File: src/rtl/inv_subbytes_iter.sv
// Iterative AES InvSubBytes engine: applies the inverse S-box to a 128-bit state,
// LANES bytes per cycle, with valid/ready handshakes on both sides.
module inv_subbytes_iter #(
  parameter int LANES = 4
) (
  input  logic         clk,
  input  logic         rst_n,
  input  logic         in_valid,
  output logic         in_ready,
  input  logic [127:0] state_in,
  output logic         out_valid,
  input  logic         out_ready,
  output logic [127:0] state_out,
  output logic         busy
);

  localparam int NSTEP = 16 / LANES;
  localparam int CW    = (NSTEP > 1) ? $clog2(NSTEP) : 1;
  localparam logic [CW-1:0] LAST_STEP = CW'(NSTEP - 1);

  if (!(LANES == 1 || LANES == 2 || LANES == 4 || LANES == 8 || LANES == 16)) begin : g_lanes_check
    $error("inv_subbytes_iter: LANES must be 1, 2, 4, 8 or 16");
  end

  // FIPS-197 inverse S-box, entry 0x00 in the most significant byte.
  localparam logic [2047:0] INV_SBOX = {
    128'h52096ad53036a538bf40a39e81f3d7fb,
    128'h7ce339829b2fff87348e4344c4dee9cb,
    128'h547b9432a6c2233dee4c950b42fac34e,
    128'h082ea16628d924b2765ba2496d8bd125,
    128'h72f8f66486689816d4a45ccc5d65b692,
    128'h6c704850fdedb9da5e154657a78d9d84,
    128'h90d8ab008cbcd30af7e45805b8b34506,
    128'hd02c1e8fca3f0f02c1afbd0301138a6b,
    128'h3a9111414f67dcea97f2cfcef0b4e673,
    128'h96ac7422e7ad3585e2f937e81c75df6e,
    128'h47f11a711d29c5896fb7620eaa18be1b,
    128'hfc563e4bc6d279209adbc0fe78cd5af4,
    128'h1fdda8338807c731b11210592780ec5f,
    128'h60517fa919b54a0d2de57a9f93c99cef,
    128'ha0e03b4dae2af5b0c8ebbb3c83539961,
    128'h172b047eba77d626e169146355210c7d
  };

  function automatic logic [7:0] inv_sbox(input logic [7:0] b);
    inv_sbox = INV_SBOX[11'd2047 - {b, 3'd0} -: 8];
  endfunction

  typedef enum logic [1:0] {
    IDLE = 2'd0,
    RUN  = 2'd1,
    DONE = 2'd2
  } fsm_e;

  fsm_e            state_r, state_nxt_s;
  logic [CW-1:0]   cnt_r, cnt_nxt_s;
  logic [127:0]    work_r, work_nxt_s, work_sub_s;
  logic            in_ready_r, out_valid_r, busy_r;
  logic            in_ready_nxt_s, out_valid_nxt_s, busy_nxt_s;

  // Working register with the current lane group replaced by its inverse S-box values.
  always_comb begin
    work_sub_s = work_r;
    for (int j = 0; j < LANES; j++) begin
      work_sub_s[127 - 8*(int'(cnt_r)*LANES + j) -: 8] =
        inv_sbox(work_r[127 - 8*(int'(cnt_r)*LANES + j) -: 8]);
    end
  end

  // Next-state, datapath and registered-output decode.
  always_comb begin
    state_nxt_s = state_r;
    cnt_nxt_s   = cnt_r;
    work_nxt_s  = work_r;
    case (state_r)
      IDLE: begin
        if (in_valid) begin
          work_nxt_s  = state_in;
          cnt_nxt_s   = '0;
          state_nxt_s = RUN;
        end else begin
          state_nxt_s = IDLE;
        end
      end
      RUN: begin
        work_nxt_s = work_sub_s;
        if (cnt_r == LAST_STEP) begin
          // Park the counter at zero so it never exceeds NSTEP-1.
          cnt_nxt_s   = '0;
          state_nxt_s = DONE;
        end else begin
          cnt_nxt_s   = cnt_r + {{(CW-1){1'b0}}, 1'b1};
          state_nxt_s = RUN;
        end
      end
      DONE: begin
        if (out_ready) begin
          state_nxt_s = IDLE;
        end else begin
          state_nxt_s = DONE;
        end
      end
      default: begin
        state_nxt_s = IDLE;
        cnt_nxt_s   = '0;
      end
    endcase
    in_ready_nxt_s  = (state_nxt_s == IDLE);
    out_valid_nxt_s = (state_nxt_s == DONE);
    busy_nxt_s      = (state_nxt_s == RUN) || (state_nxt_s == DONE);
  end

  // State, counter, working register and output flags.
  always_ff @(posedge clk or negedge rst_n) begin
    if (!rst_n) begin
      state_r     <= IDLE;
      cnt_r       <= '0;
      work_r      <= 128'h0;
      in_ready_r  <= 1'b1;
      out_valid_r <= 1'b0;
      busy_r      <= 1'b0;
    end else begin
      state_r     <= state_nxt_s;
      cnt_r       <= cnt_nxt_s;
      work_r      <= work_nxt_s;
      in_ready_r  <= in_ready_nxt_s;
      out_valid_r <= out_valid_nxt_s;
      busy_r      <= busy_nxt_s;
    end
  end

  assign state_out = work_r;
  assign in_ready  = in_ready_r;
  assign out_valid = out_valid_r;
  assign busy      = busy_r;

endmodule

File: config.mk
export PLATFORM = sky130hd
export DESIGN_NAME = inv_subbytes_iter
export DESIGN_NICKNAME = d
export VERILOG_FILES = /design/src/rtl/inv_subbytes_iter.sv
export SDC_FILE = /design/constraint.sdc
export NUM_CORES = 1
export LEC_CHECK = 0
export ABC_AREA = 1
export CAP_MARGIN = 25
export CELL_PAD_IN_SITES_DETAIL_PLACEMENT = 0
export CELL_PAD_IN_SITES_GLOBAL_PLACEMENT = 1
export CORE_MARGIN = 2
export CORE_UTILIZATION = 35
export DETAILED_ROUTE_END_ITERATION = 12
export PLACE_DENSITY_LB_ADDON = 0.1
export SLEW_MARGIN = 20
export SYNTH_ARGS = -nofsm -noshare
export SYNTH_HDL_FRONTEND = slang
export SYNTH_SLANG_ARGS = --single-unit
File: constraint.sdc
create_clock -name clk -period 3 [get_ports clk]
set_clock_uncertainty 0.15 [all_clocks]
set_input_delay 0.75 -clock clk [delete_from_list [all_inputs] [get_ports clk]]
set_output_delay 0.75 -clock clk [all_outputs]
set_load 0.05 [all_outputs]
# Yosys cells after proc, flatten, opt, wreduce, memory -nomap -nowiden
# Index checks and enable logic that the tools add are counted.
[totals]
mem_bits_rw = 0
input_bits = 132
n_memories = 0
wordCells = 64
register_bits = 135
output_inout_bits = 131
mem_bits_ro = 0
latch_bits = 0
[op_classes]
n_div = 0
n_lt_le_gt_ge = 0
shift = 16
n_mux = 13
n_reduce_logical = 6
mul = 0
n_eq_ne = 6
n_bitwise = 1
addsub = 16
[ops]
columns = ["cell", "n"]
rows = [
  ["2055-bit by 12-bit indexed part select with 8-bit output (first input constant)", 4],
  ["8-bit by 33-bit variable shift with 135-bit output (first input constant)", 4],
  ["8-bit by 33-bit indexed part select with 135-bit output", 4],
  ["128-bit bitwise mux", 4],
  ["135-bit by 9-bit indexed part select with 8-bit output", 3],
  ["128-bit one-hot mux with 2 select lines", 1],
  ["135-bit by 8-bit indexed part select with 8-bit output", 1],
  ["128-bit 2-to-1 mux", 1],
  ["9-bit negation with 33-bit output", 3],
  ["11-bit subtractor (first input constant)", 4],
  ["8-bit negation with 33-bit output", 1],
  ["7-bit by 8-bit subtractor with 9-bit output (first input constant)", 3],
  ["2-bit one-hot mux with 3 select lines", 2],
  ["4-bit by 2-bit adder with 5-bit output (second input constant)", 2],
  ["2-bit 2-to-1 mux", 4],
  ["7-bit by 7-bit subtractor with 8-bit output (first input constant)", 1],
  ["2-bit equality test (second input constant)", 3],
  ["4-bit by 1-bit adder with 5-bit output (second input constant)", 1],
  ["2-bit by 1-bit equality test with 1-bit output (second input constant)", 2],
  ["2-bit logical NOT", 2],
  ["2-bit AND reduction", 2],
  ["2-bit by 1-bit adder with 2-bit output (second input constant)", 1],
  ["2-bit inequality test (second input constant)", 1],
  ["2-bit nonzero test", 1],
  ["other kinds (3)", 3],
]

# Longest topological paths before layout
# Gate-level depths: netlist of the first run.
[depth]
ltp_word = 10
ltp_mapped = 21

# Worst setup path before layout of the first run
# OpenSTA, ideal clock, no wires.
[synth_path]
path_type = "reg-to-reg"
from = "reg cnt_r[0]"
to = "reg work_r[74] (netlist: state_out[74])"
path_slack_ns = -0.039
t_arrival_ns = 2.767
synth_period_minus_slack_ns = 3.039
required_time_ns = 2.728
path_stages_with_launch = 19
setup_ns = 0.122
path_cell_list = "dfrtp_1 -> buf_6 -> inv_4 -> buf_6 -> buf_6 -> nand2_1 -> nand3_1 -> nand2_1 -> ha_1 -> inv_1 -> nand3_1 -> buf_1 -> nand3_1 -> nand3_1 -> nand3_1 -> nand3_1 -> nand3_1 -> nand4_1 -> a21oi_1"
[synth_via]
elab_chain_len = 10
word_cells_on_any_way = 36
classes_between = "add/sub: 15; shift: 16; mux: 5"
[synth_rtl]
columns = ["item", "line", "source"]
rows = [
  ["start: declaration", "56", "logic [CW-1:0] cnt_r, cnt_nxt_s;"],
  ["start signal: assignment", "124", "cnt_r <= cnt_nxt_s;"],
  ["4-bit by 1-bit adder with 5-bit output / 7-bit by 7-bit subtractor with 8-bit output (equally long branches)", "65, 66", ""],
  ["7-bit by 8-bit subtractor with 9-bit output / 135-bit by 8-bit indexed part select with 8-bit output (equally long branches)", "65, 66", ""],
  ["135-bit by 9-bit indexed part select with 8-bit output / 11-bit subtractor (equally long branches)", "66, 46", ""],
  ["11-bit subtractor / 2055-bit by 12-bit indexed part select with 8-bit output (equally long branches)", "46", "inv_sbox = INV_SBOX[11'd2047 - {b, 3'd0} -: 8];"],
  ["2055-bit by 12-bit indexed part select with 8-bit output / 8-bit by 33-bit indexed part select with 135-bit output (equally long branches)", "46, 65", ""],
  ["8-bit by 33-bit indexed part select with 135-bit output / 128-bit bitwise mux (equally long branches)", "65", "work_sub_s[127 - 8*(int'(cnt_r)*LANES + j) -: 8] ="],
  ["128-bit bitwise mux (2 in series)", "65", ""],
  ["128-bit bitwise mux (*)", "65", ""],
  ["128-bit one-hot mux with 2 select lines (*)", "75", "case (state_r)"],
  ["end signal: assignment", "125", "work_r <= work_nxt_s;"],
  ["end: declaration", "57", "logic [127:0] work_r, work_nxt_s, work_sub_s;"],
]
# Mark *: on every way between the ends. The rest lies on a longest branch, timed or not.
# A chain may end at the register's enable or synchronous reset.

# Worst setup path after layout of the first run
[layout_path]
from = "reg cnt_r[0]"
to = "reg work_r[48] (netlist: state_out[48])"
# Same word-level chain as after synthesis.

==> flow_summary.yaml, run 1 <==
sta:
  slew_headroom: 0.4815
  finalHoldViolCount: 0
  max_freq_mhz: 339.8
  whs_ps: 55.04
  final_max_slew_viol_count: 0
  fin_crit_ps: 2943
  max_slew.worst_pin.slew_ps: 776.8
  finalCritPeriodShare: 0.9809
  setup_viol: 0
  fin_tns_setup_ps: 0
  rsz0062_at_grt: "true"
  setup_ws_ps: 57.40
worst_hold_path:
  min_path_type: "in2async"
logic_synthesis:
  ys_types: 34
  syn_area_um2: 21090
  synth_seq_cells: 135
  yosys_warnings: 0
  synth_cells: 3922
  syn_nets: 4140
  synth.avg_cell_area_um2: 5.378
  seq_area_frac_synth: 0.1602
run:
  cap_violations: 0
worst_setup_path:
  reg2reg_to: "state_out[48]$_DFFE_PN0P_"
  r2r_start: "cnt_r[0]$_DFFE_PN0P_"
  cp.arrival_ps: 3160
  path_max_fanout: 8
  required_ps: 3220
  reg2reg_slack_ps: 60
  critPathKind: "reg2reg"
  cp-end-kind: "flip-flop"
  reg2reg_depth: 17
  worst_setup_path_start_kind: "flip-flop"
clock_network:
  cts.path.max_buffers: 2
  cts_buffers: 17
  clkLatencyLatePin_ps: 490
  htreeDepth: 4
  clk_pin_slew_ps: 70
  cts_root_buf: "clkbuf_16"
  clock_sinks: 135
  cts_tree: "built"
placed_design:
  place_ws_ps: -230.5
  dp_hpwl_mm: 93.82
  numPortBuffers: 262
  gp_congestion: 1.049
global_route:
  antenna_found_initial: 7
  grt_overflow: 0
  grt_pass1_wl_mm: 181.6
  grt_pass1_vias: 28562
  grt.total_usage: 0.3789
  grt_max_degree: 47
routing:
  via_count: 31655
  antenna_left: 0
  via_per_inst: 5.870
  wl_per_cell_um: 23.25
  dr.pass1.iters: 7
  wirelength_mm: 125.4
  drt_iter0_drc: 4083
  drc: 0
floorplanning:
  core_um2: 59350
  dieArea_um2: 62240
  die_x_um: 249.5
  initial_core_util: 0.3554
  num_io_pins: 263
  fp.dieH_um: 249.5
  std_cell_rows: 89
final_layout:
  nNetsFinal: 4821
  layout_common_cells: "nand2_1 (1174), nand3_1 (937), buf_4 (555)"
  final_common_cell: "nand2_1"
  post-route-util: 0.5429
  drive_gt1_frac: 0.2476
  syn2layout_area_growth_pct: 52.78
outcome:
  status: "finished, final reports clean"
==> stage by stage <==
step / area [µm²] / cells
detailed placement: 28940 / 5296
floorplan: 21090 / 3922
global placement: 28940 / 5296
global route: 32220 / 5392
finish: 32220 / 5393
CTS: 29700 / 5328
==> final cells by class <==
type                    instances  area, µm²
clock inverters                15      143.9
fillers                      6204      27130
flip-flops and latches        135       3385
multi-input cells            3224      17090
clock buffers                  17      425.4
repair buffers                945       9116
well taps                     773      967.2
diodes                          4      10.01
inverters                     280       1084
==> repair_timing <==
action,in CTS,in global routing
resized for setup,52,432
pin swaps,5,90
setup buffers,0,49
endpoints found under the setup margin,123,128
gates cloned,0,13
hold buffers,0,0
==> critical path, cell delays in order, from the launching register on <==
cell,delay [ps]
dfrtp_4,550
clkinv_8,130
clkbuf_16,150
nand2_1,60
nand2_1,70
nand2_2,70
nand2_4,160
ha_2,230
nand3_2,180
buf_4,200
o21ai_1,240
nor2b_2,70
nor2_1,130
nor2_2,70
nor2_2,110
nand2_2,110
nand4_1,90
a21oi_1,70
==> registers in the layout, summed over array words and instances, names as in the netlist <==
| signal | flops |
|---|---|
| cnt_r | 2 |
| busy | 1 |
| state_out | 128 |
| in_ready | 1 |
| out_valid | 1 |
| state_r | 2 |
==> cell families after synthesis <==
group | share of synthesized area
and+or+nand+nor | 0.6002
buffers and inverters | 0.1164
AOI/OAI and AO/OA | 0.07214
DFF | 0.1602
adders and majority gates | 0.05102
==> synthesized netlist by cell type <==
master / count / area [µm²]
or2_0: 1 / 6.260
or2_1: 4 / 25.02
o21ai_0: 39 / 195.2
inv_1: 265 / 994.7
a22o_1: 1 / 8.760
ha_1: 86 / 1076
nand4_1: 140 / 875.8
or2_2: 21 / 131.4
dfrtp_1: 134 / 3353
buf_1: 15 / 56.30
nor2b_1: 1 / 6.260
buf_6: 10 / 112.6
nor3_1: 3 / 15.01
o21ai_1: 6 / 30.03
a21oi_2: 1 / 8.760
nand3b_1: 11 / 82.58
a32oi_2: 1 / 16.27
nand3_2: 5 / 50.05
buf_2: 134 / 670.6
nand3_1: 1085 / 5430
o211ai_1: 13 / 97.59
nand2_2: 17 / 106.4
inv_2: 13 / 48.80
nor2_1: 298 / 1119
a31oi_1: 1 / 6.260
a21oi_1: 204 / 1021
nor2_2: 1 / 6.260
inv_4: 1 / 6.260
clkinv_1: 1 / 3.750
clkbuf_1: 98 / 367.9
nand2_1: 1280 / 4805
buf_4: 26 / 195.2
dfstp_2: 1 / 26.28
a32oi_4: 5 / 137.6
==> layer usage <==
metal | routed length, µm | part of all wire | GRT usage | vias to the layer above
met4 | 6632 | 0.053 | 0.1821 | 8
met1 | 51340 | 0.41 | 0.5157 | 14864
met3 | 13120 | 0.10 | 0.07040 | 374
met5 | 55 | 0.00044 | 0 | -
met2 | 54260 | 0.43 | 0.5753 | 1991
li1 | - | - | - | 14418
==> worst max-delay path by stage <==
stage | cells past startpoint | to | startpoint | slack (ps)
after global routing | 17 | state_out[85]$_DFFE_PN0P_ | cnt_r[0]$_DFFE_PN0P_ | -40
after global placement | 16 | state_out[80]$_DFFE_PN0P_ | cnt_r[0]$_DFFE_PN0P_ | -260
after CTS | 17 | state_out[85]$_DFFE_PN0P_ | cnt_r[0]$_DFFE_PN0P_ | -30
after detailed placement | 17 | state_out[19]$_DFFE_PN0P_ | cnt_r[0]$_DFFE_PN0P_ | -230
final | 17 | state_out[48]$_DFFE_PN0P_ | cnt_r[0]$_DFFE_PN0P_ | 60
after floorplan | 18 | state_out[74]$_DFFE_PN0P_ | cnt_r[1]$_DFFE_PN0P_ | 80
Power of run 1 is not shown: default switching activity piles up to over one toggle a cycle in this logic, so the estimate is an artifact.
==> run 2: changes to the inputs <==
- CORE_UTILIZATION: 35 -> 39
- SETUP_SLACK_MARGIN: not set -> 0.02
- clock period: 3 -> 3.3 ns (I/O delays scaled with it)
==> flow_summary.yaml, run 2 (synthesis gave the netlist of run 1 again) <==
outcome:
  status: "finished, final reports clean"
worst_setup_path:
  path_max_fanout: 12
  worst_setup_path_start_kind: "flip-flop"
  critPathKind: "reg2reg"
  required_ps: 3530
  r2r_start: "cnt_r[0]$_DFFE_PN0P_"
  cp-end-kind: "flip-flop"
  startpoint: "cnt_r[0]$_DFFE_PN0P_"
  cp.arrival_ps: 3370
final_layout:
  nNetsFinal: 4445
  largest_register_ffs: 128
  n_antenna_cell: 0
  layout_common_cells: "nand2_1 (1243), nand3_1 (1059), nor2_1 (294)"
  drive_gt1_frac: 0.1158
  final_common_cell: "nand2_1"
  syn2layout_area_growth_pct: 28.62
floorplanning:
  die_x_um: 236.6
  fp.dieH_um: 236.6
  num_io_pins: 263
  core_um2: 53600
  initial_core_util: 0.3935
  dieArea_um2: 55960
  std_cell_rows: 85
sta:
  setup_ws_ps: 158.1
  fin_crit_ps: 3142
  max_freq_mhz: 318.3
  slew_headroom: 0.5297
  finalCritPeriodShare: 0.9521
  fin_tns_setup_ps: 0
  setup_viol: 0
  rsz0062_at_grt: "true"
  finalHoldViolCount: 0
  max_slew.worst_pin.slew_ps: 703.3
  final_max_slew_viol_count: 0
global_route:
  grt.total_usage: 0.4035
  antenna_found_initial: 2
  grt_pass1_wl_mm: 174.0
  grt_overflow: 0
  grt_max_degree: 68
  grt_pass1_vias: 27587
placed_design:
  dp_hpwl_mm: 86.42
  numPortBuffers: 262
  place_ws_ps: 62.76
  gp_congestion: 1.085
routing:
  antenna_left: 0
  wirelength_mm: 116.2
  dr.pass1.iters: 8
  via_per_inst: 6.029
  via_count: 29759
  drt_iter0_drc: 4265
  drc: 0
  wl_per_cell_um: 23.55
clock_network:
  clk_pin_slew_ps: 80
  clkLatencyLatePin_ps: 510
  holdBufCountCts: 0
  cts.path.max_buffers: 2
  post_cts_buffers: 0
  cts_buffers: 17
  clock_sinks: 135
  htreeDepth: 4
  cts_root_buf: "clkbuf_16"
  cts_tree: "built"
worst_hold_path:
  min_path_type: "in2async"
run:
  cap_violations: 0
[run 2: through the flow]
stage / utilization / hold WS, ps / area (µm²) / instances
2_1_floorplan: - / 364.6 / 21090 / 3922
3_3_place_gp: 0.4895 / 383.9 / 26240 / 4904
3_5_place_dp: 0.4895 / 392.6 / 26240 / 4904
4_1_cts: 0.5009 / 126.7 / 26850 / 4936
5_1_grt: 0.5061 / 156.9 / 27130 / 4936
6_report: 0.5061 / 118.4 / 27130 / 4936
[run 2: timing repair]
| item | in CTS | in global routing |
|---|---|---|
| endpoints found under the setup margin | 0 | 124 |
| hold endpoints to repair | 0 | 0 |
| resized for setup | 0 | 75 |
[run 2: final timing paths]
kind	endpoint	slack, ps	depth (start not counted)
max in group asynchronous	in_ready$_DFF_PN1_	2080	2
min	state_out[13]$_DFFE_PN0P_	120	1
min in group clk	state_out[33]$_DFFE_PN0P_	410	2
max	state_out[9]$_DFFE_PN0P_	160	16
min reg2reg	state_out[33]$_DFFE_PN0P_	410	2
max reg2reg	state_out[9]$_DFFE_PN0P_	160	16
[run 2: final cells by class]
| class | instances | area [µm²] |
|---|---|---|
| clock inverter | 13 | 167.7 |
| fill | 5847 | 26470 |
| tap | 696 | 870.8 |
| inverter | 280 | 1061 |
| sequential | 135 | 3385 |
| clock buffer | 19 | 442.9 |
| multi-input combinational | 3224 | 15620 |
| timing repair buffer | 569 | 5587 |
[run 2: critical path: stages, from the launching register on]
cell	delay, ps
dfrtp_4	510
inv_4	110
buf_12	150
nand2_1	70
nand2_1	60
nand2_1	50
nand2_1	280
buf_4	260
ha_2	290
nand3b_1	190
nand2_1	80
o21ai_0	220
nand3_1	100
nand3_1	110
nand3_1	160
nand4_1	130
a21oi_1	70
[run 2: per-layer routing]
metal,GRT usage,wire [µm]
met5,0,30
met4,0.2046,6325
met3,0.08907,12580
met2,0.6278,51050
met1,0.5248,46250
Power of run 2 is left out for the same reason.
